## config.mk

```make
export PLATFORM = sky130hd
export DESIGN_NAME = scaler_axis_cfggen
export DESIGN_NICKNAME = d
export VERILOG_FILES = /design/src/rtl/scaler_axis_cfggen_pkg.sv /design/src/rtl/scaler_recip_div.sv /design/src/rtl/scaler_axis_cfggen.sv
export SDC_FILE = /design/constraint.sdc
export NUM_CORES = 2
export LEC_CHECK = 0
export BUFFER_PORTS_ARGS = -buffer_cell sky130_fd_sc_hd__buf_2
export CAP_MARGIN = 30
export CORE_MARGIN = 2
export CORE_UTILIZATION = 40
export DETAILED_ROUTE_END_ITERATION = 12
export GPL_TIMING_DRIVEN = 0
export MAX_ROUTING_LAYER = met4
export PLACE_DENSITY_LB_ADDON = 0.1
export SLEW_MARGIN = 10
export SYNTH_ARGS = -nofsm -noshare
export SYNTH_HDL_FRONTEND = slang
export SYNTH_HIERARCHICAL = 1
export SYNTH_SLANG_ARGS = --single-unit
```

## constraint.sdc

```tcl
create_clock -name SYS_CLK -period 6.1 [get_ports SYS_CLK]
set_input_delay 1.22 -clock SYS_CLK [delete_from_list [all_inputs] [get_ports SYS_CLK]]
set_output_delay 1.22 -clock SYS_CLK [all_outputs]
set_load 0.01 [all_outputs]
```

## src/rtl/scaler_axis_cfggen_pkg.sv

```systemverilog
// Shared constants for the per-axis scaler config generator: FSM encoding,
// reciprocal precision and the vertical/horizontal port widths.
package scaler_axis_cfggen_pkg;

    localparam int FRAC_W_DEF = 17;

    localparam int V_N_IN_W  = 10;
    localparam int V_N_OUT_W = 11;
    localparam int H_N_IN_W  = 10;
    localparam int H_N_OUT_W = 12;

    localparam logic [2:0] ST_IDLE = 3'd0;
    localparam logic [2:0] ST_CAP  = 3'd1;
    localparam logic [2:0] ST_DIV  = 3'd2;
    localparam logic [2:0] ST_MUL1 = 3'd3;
    localparam logic [2:0] ST_MUL2 = 3'd4;
    localparam logic [2:0] ST_CALC = 3'd5;
    localparam logic [2:0] ST_PEND = 3'd6;

endpackage

```

## src/rtl/scaler_recip_div.sv

```systemverilog
// Restoring serial divider computing floor(2^FRAC_W / divisor), one quotient bit per cycle.
// FRAC_W+1 cycles after start; done flags the final iteration, quot is valid the cycle after.
module scaler_recip_div #(
    parameter int FRAC_W = 17,
    parameter int DIV_W  = 12
) (
    input  logic             clk,
    input  logic             rst,
    input  logic             start,
    input  logic [DIV_W-1:0] divisor,
    output logic             busy,
    output logic             done,
    output logic [FRAC_W:0]  quot
);

    localparam int CNT_W = $clog2(FRAC_W + 1);

    logic [CNT_W-1:0] cnt;
    logic [DIV_W-1:0] rem;
    logic [DIV_W-1:0] dsr;
    logic [DIV_W:0]   trial;
    logic [DIV_W:0]   diff;
    logic             ge;

    // The dividend is a single 1 at bit FRAC_W, so only the first shift brings in a one.
    always_comb begin
        trial = {rem, (cnt == CNT_W'(FRAC_W))};
        diff  = trial - {1'b0, dsr};
        ge    = ~diff[DIV_W];
    end

    assign done = busy && (cnt == '0);

    always_ff @(posedge clk) begin
        if (rst) begin
            busy <= 1'b0;
            cnt  <= '0;
            rem  <= '0;
            dsr  <= '0;
            quot <= '0;
        end else if (start) begin
            busy <= 1'b1;
            cnt  <= CNT_W'(FRAC_W);
            rem  <= '0;
            dsr  <= divisor;
            quot <= '0;
        end else if (busy) begin
            rem  <= ge ? diff[DIV_W-1:0] : trial[DIV_W-1:0];
            quot <= {quot[FRAC_W-1:0], ge};
            if (cnt == '0) begin
                busy <= 1'b0;
            end else begin
                cnt <= cnt - CNT_W'(1);
            end
        end
    end

endmodule

```

## src/rtl/scaler_axis_cfggen.sv

```systemverilog
// Single-axis scaler config generator: reciprocal, samples needed and first sample, committed on apply_i.
// CAP + (FRAC_W+1) DIV + MUL1/MUL2/CALC before PEND; CFGGEN_POS_OFFSET_EN adds a clamped pos_offset_i.
module scaler_axis_cfggen
    import scaler_axis_cfggen_pkg::*;
#(
    parameter int N_IN_W  = H_N_IN_W,
    parameter int N_OUT_W = H_N_OUT_W,
    parameter int FRAC_W  = FRAC_W_DEF
) (
    input  logic                SYS_CLK,
    input  logic                SYS_RST,
    input  logic [N_IN_W-1:0]   n_in_full_i,
    input  logic [N_OUT_W-1:0]  n_out_i,
    input  logic [N_OUT_W-1:0]  n_active_i,
`ifdef CFGGEN_POS_OFFSET_EN
    input  logic signed [N_IN_W:0] pos_offset_i,
`endif
    input  logic                force_i,
    input  logic                apply_i,
    output logic                busy_o,
    output logic                pending_o,
    output logic                updated_o,
    output logic                err_o,
    output logic [FRAC_W:0]     interp_factor_o,
    output logic [N_IN_W-1:0]   n_in_needed_o,
    output logic [N_IN_W-1:0]   n_in_full_o,
    output logic [N_OUT_W-1:0]  n_out_o,
    output logic [N_IN_W-1:0]   pos_1st_o
);

    localparam int INV_W  = FRAC_W + 1 + N_IN_W;
    localparam int PROD_W = INV_W + N_OUT_W;
    localparam int RAW_W  = PROD_W + 1 - FRAC_W;
    localparam logic [PROD_W:0] HALF = (PROD_W + 1)'(1) << (FRAC_W - 1);

    logic [2:0]         state;
    logic [N_IN_W-1:0]  lat_in;
    logic [N_OUT_W-1:0] lat_out;
    logic [N_OUT_W-1:0] lat_act;
`ifdef CFGGEN_POS_OFFSET_EN
    logic signed [N_IN_W:0]   lat_off;
    logic signed [N_IN_W+1:0] pos_sum;
    logic [N_IN_W-1:0]        pos_lim;
`endif
    logic               changed;
    logic               div_start;
    logic               div_busy;
    logic               div_done;
    logic [FRAC_W:0]    recip;
    logic [INV_W-1:0]   inv;
    logic [PROD_W-1:0]  prod;
    logic [PROD_W:0]    rnd;
    logic [RAW_W-1:0]   raw;
    logic [N_IN_W-1:0]  needed_c;
    logic [N_IN_W-1:0]  pos_base;
    logic [N_IN_W-1:0]  pos_c;
    logic [N_IN_W-1:0]  res_needed;
    logic [N_IN_W-1:0]  res_pos;

    always_comb begin
        changed = (n_in_full_i != lat_in) || (n_out_i != lat_out) || (n_active_i != lat_act);
`ifdef CFGGEN_POS_OFFSET_EN
        changed = changed || (pos_offset_i != lat_off);
`endif
    end

    assign div_start = (state == ST_CAP);
    assign busy_o    = div_busy || (state == ST_CAP) || (state == ST_MUL1) ||
                       (state == ST_MUL2) || (state == ST_CALC);
    assign pending_o = (state == ST_PEND);

    scaler_recip_div #(
        .FRAC_W (FRAC_W),
        .DIV_W  (N_OUT_W)
    ) u_div (
        .clk     (SYS_CLK),
        .rst     (SYS_RST),
        .start   (div_start),
        .divisor (lat_out),
        .busy    (div_busy),
        .done    (div_done),
        .quot    (recip)
    );

    always_comb begin
        rnd      = {1'b0, prod} + HALF;
        raw      = RAW_W'(rnd >> FRAC_W);
        needed_c = lat_in;
        pos_base = '0;
        if (raw < RAW_W'(lat_in)) begin
            needed_c = raw[N_IN_W-1:0];
            pos_base = (lat_in - raw[N_IN_W-1:0]) >> 1;
        end
`ifdef CFGGEN_POS_OFFSET_EN
        pos_sum = $signed({2'b00, pos_base}) + $signed({lat_off[N_IN_W], lat_off});
        pos_lim = lat_in - needed_c;
        if (pos_sum < 0) begin
            pos_c = '0;
        end else if (pos_sum > $signed({2'b00, pos_lim})) begin
            pos_c = pos_lim;
        end else begin
            pos_c = pos_sum[N_IN_W-1:0];
        end
`else
        pos_c = pos_base;
`endif
    end

    always_ff @(posedge SYS_CLK) begin
        if (SYS_RST) begin
            state           <= ST_IDLE;
            lat_in          <= '0;
            lat_out         <= '0;
            lat_act         <= '0;
`ifdef CFGGEN_POS_OFFSET_EN
            lat_off         <= '0;
`endif
            inv             <= '0;
            prod            <= '0;
            res_needed      <= '0;
            res_pos         <= '0;
            updated_o       <= 1'b0;
            err_o           <= 1'b0;
            interp_factor_o <= '0;
            n_in_needed_o   <= '0;
            n_in_full_o     <= '0;
            n_out_o         <= '0;
            pos_1st_o       <= '0;
        end else begin
            updated_o <= 1'b0;
            case (state)
                ST_IDLE: begin
                    if (changed || force_i) begin
                        lat_in  <= n_in_full_i;
                        lat_out <= n_out_i;
                        lat_act <= n_active_i;
`ifdef CFGGEN_POS_OFFSET_EN
                        lat_off <= pos_offset_i;
`endif
                        // Latching the zero divisor stops the change detector re-firing every cycle.
                        if (n_out_i == '0) begin
                            err_o <= 1'b1;
                        end else begin
                            state <= ST_CAP;
                        end
                    end
                end
                ST_CAP:  state <= ST_DIV;
                ST_DIV:  if (div_done) state <= ST_MUL1;
                ST_MUL1: begin
                    inv   <= INV_W'(recip) * INV_W'(lat_in);
                    state <= ST_MUL2;
                end
                ST_MUL2: begin
                    prod  <= PROD_W'(inv) * PROD_W'(lat_act);
                    state <= ST_CALC;
                end
                ST_CALC: begin
                    res_needed <= needed_c;
                    res_pos    <= pos_c;
                    state      <= ST_PEND;
                end
                ST_PEND: begin
                    // apply_i has priority: the frame boundary takes whatever is pending.
                    if (apply_i) begin
                        interp_factor_o <= recip;
                        n_in_needed_o   <= res_needed;
                        n_in_full_o     <= lat_in;
                        n_out_o         <= lat_out;
                        pos_1st_o       <= res_pos;
                        updated_o       <= 1'b1;
                        err_o           <= 1'b0;
                        state           <= ST_IDLE;
                    end else if (changed) begin
                        state <= ST_IDLE;
                    end
                end
                default: state <= ST_IDLE;
            endcase
        end
    end

endmodule

```

==> results.md <==
* Layout area overhead at 11.6%
* Crit path launch type: flop
* Pwr Density at 139 nW/um^2
* DR WL met2 at 39300 um
* DRT Wirelength at 81400 um
* Commonest non-fill, non-tap cell in the layout: nand2_1
* Synth top area share at 30.2%
* Fin area at 28600 sq um
* Leak pwr at 13.9 nW
* H-tree depth at 1
* Final hold slack at 0.449 ns
* Critical Path Most Common Cell: fa_1
* Synth area leader: fa_1
* M1 wire length at 36500 um
* Remaining DRCs at 0
* Final TNS setup at 0 ns
* Relative slew slack at 38.6%
* Clk slew on worst S/H paths at 0.06 ns
* Die width at 257 um
* Initial Util at 40.5%
* Slew Viols, Final at 0
* Grt total ovfl at 0
* Mapped Area at 25700 sq um
* # rows at 92
* Async SR Flop Fraction at 0%
* Die height at 257 um
* Min Clock Period, post-route at 6.01 ns
* Crit path DAT at 6.44 ns
* Worst-Margin Slew at 0.922 ns
* GRT Total Usage at 25.6%
* FF+latch count, synth at 217
* Crit path kind: reg2reg
* Mean Syn Cell Area at 8.48 sq um
* Register area share after synthesis at 16.9%
* Via-per-instance ratio at 5.18
* Syn_nets at 3623
* CTS sink cnt at 217
* Largest stage delay, worst path at 0.64 ns
* CTS tree: done
* Worst Path Max Fanout at 10
* Top FF cell, synth: dfxtp_1
* Initial antenna violation count at 2
* Post-synth EDFFs at 0
* Routability cong. at 0.926
* Max Cap Viol at 0
* Synth warnings at 6
* Die ar. at 66200 sq um
* Critical path cell sequence: buf_2 -> and2_1 -> fa_1 -> fa_1 -> fa_1 -> fa_1 -> fa_1 -> ha_1 -> a21o_1 -> a21o_2 -> a2111oi_4 -> a22oi_2 -> and2_2 -> a211oi_4 -> o31ai_2 -> xor2_1 -> a22o_1
* Clock Path Buffers at 3
* Period utilization at 98.5%
* Syn Inst Count at 3028
* Num CTS Buffers at 24
* Setup crit end kind: flop
* Top sig layer: met4
* Vias in the first global route at 22.1k
* VDD IR max at 0.000164 V
* Status: finished, final reports clean
* Pin count of the biggest net entering global routing at 20
* Cell variety after synth at 81
* # port buffers at 99
* Design Power at 3.99 mW
* CP max stage cell: fa_1
* Net count, final at 3755
* Core Box Area at 63300 sq um
* Area after DPL at 27200 sq um
* Skew final at 0.0186 ns
* 1st-iter DRT viols at 1102
* Root cell of the clock tree: clkbuf_16
* Max Fclk at 166 MHz
* Share of cells above drive strength 1 at 9.58%
* Synth top area cells: fa_1 30%, dfxtp_1 17%, ha_1 8.3%, nand2_1 8.3%, inv_1 6.9%
* Hold Fails Final Rpt at 0
* R2R Setup Slk at 0.09 ns
* Vias at 20.8k
* First-pass iteration count of the detailed router at 5
* Crit path required time at 6.53 ns
* First-pass GRT wire length at 128000 um
* Setup Viol. Count Final at 0
* Min-delay worst type: reg2reg
* Met3 WL post-DR at 3320 um
* Latest clock arrival within the worst-skew pair at 0.55 ns
* WL/cell at 20.2 um
* Ports at 102
* DP HPWL at 65500 um
* DRT antenna net count at 0
* Most frequent cells in the layout: 566 x nand2_1, 469 x inv_1, 387 x fa_1
metal layers:
metal	GRT usage [%]	vias up
met5	-	-
met1	33.3	10480
met3	2.16	103
met2	42.9	481
met4	7.02	0
li1	-	9762
stage by stage:
step           utilization [%]  cells  setup WS [ns]
2_1_floorplan                -   3028          0.466
3_3_place_gp              43.0   3973          -1.11
3_5_place_dp              43.0   3973          -1.10
4_1_cts                   44.8   4019        0.00628
5_1_grt                   45.2   4020        -0.0356
6_report                  45.2   4020         0.0909
final timing paths:
check | start | endpoint | depth (start not counted)
setup / recovery | lat_act[10] | prod[36] | 17
hold / removal | n_out_o[7] | n_out_o[7] | 2
setup reg to reg | lat_act[10] | prod[36] | 17
hold reg to reg | n_out_o[7] | n_out_o[7] | 2
flip-flops by register name, summed over array words and instances, names as in the netlist, 3 cells and up:
register,flops
inv,28
prod,24
interp_factor_o,18
u_div/quot,18
lat_act,12
lat_out,12
n_out_o,12
u_div/dsr,12
u_div/rem,12
lat_in,10
n_in_full_o,10
n_in_needed_o,10
res_needed,10
pos_1st_o,9
res_pos,9
u_div/cnt,5
state,3
cells in the mapped netlist, drive strengths merged (17+ instances only):
library cell,count
o21ai,51
xnor2,61
nand2,566
inv,469
dfxtp,217
nand4,21
a21o,36
nand3b,17
nor2,112
a21oi,166
fa,387
and2,177
mux2i,65
clkbuf,166
nand3,30
ha,170
or3,20
xor2,48
logic make-up (layout without fill, tap and decap cells):
kind of cell | count (synthesis) | after routing | share of synthesized area, %
AOI/OAI and AO/OA | 387 | 387 | 9.73
buffers and inverters | 651 | 796 | 9.63
muxes | 65 | 65 | 2.53
xor gates and xnor gates | 109 | 109 | 3.72
adders and majority gates | 557 | 557 | 38.5
other | 1 | 2 | 0.0146
DFF | 217 | 217 | 16.9
and+or+nand+nor | 1041 | 1041 | 19.0
worst max-delay path: cells and delay by family, from the launching register on:
kind	cells	cell delay, ns
DFF	1	0.35
adders and majority gates	6	2.87
AOI/OAI and AO/OA	7	1.67
and+or+nand+nor	2	0.48
buffers and inverters	1	0.34
xor gates and xnor gates	1	0.17
cell type report:
class	count	area (sq um)
repair buffers	109	583
diodes	1	2.50
plain buffers	179	1040
inverters	469	1760
well taps	846	1060
clock buffers	34	688
clock inverters	5	67.6
fillers	6348	34700
flip-flops and latches	217	4370
multi-input cells	2160	19100
repair_timing:
item	4_1_cts	5_1_grt
pin swaps	4	8
endpoints found under the setup margin	33	24
hold buffers	0	0
gates cloned	0	0
resized for setup	137	156
buffers inserted	9	1
report_power, final:
group          switching (mW)  total (mW)  internal [mW]
clock                   0.623        1.45          0.824
combinational           0.645       0.996          0.351
sequential             0.0825        1.55           1.47
total                    1.35        3.99           2.64
Power figures use the tool's default switching activity.
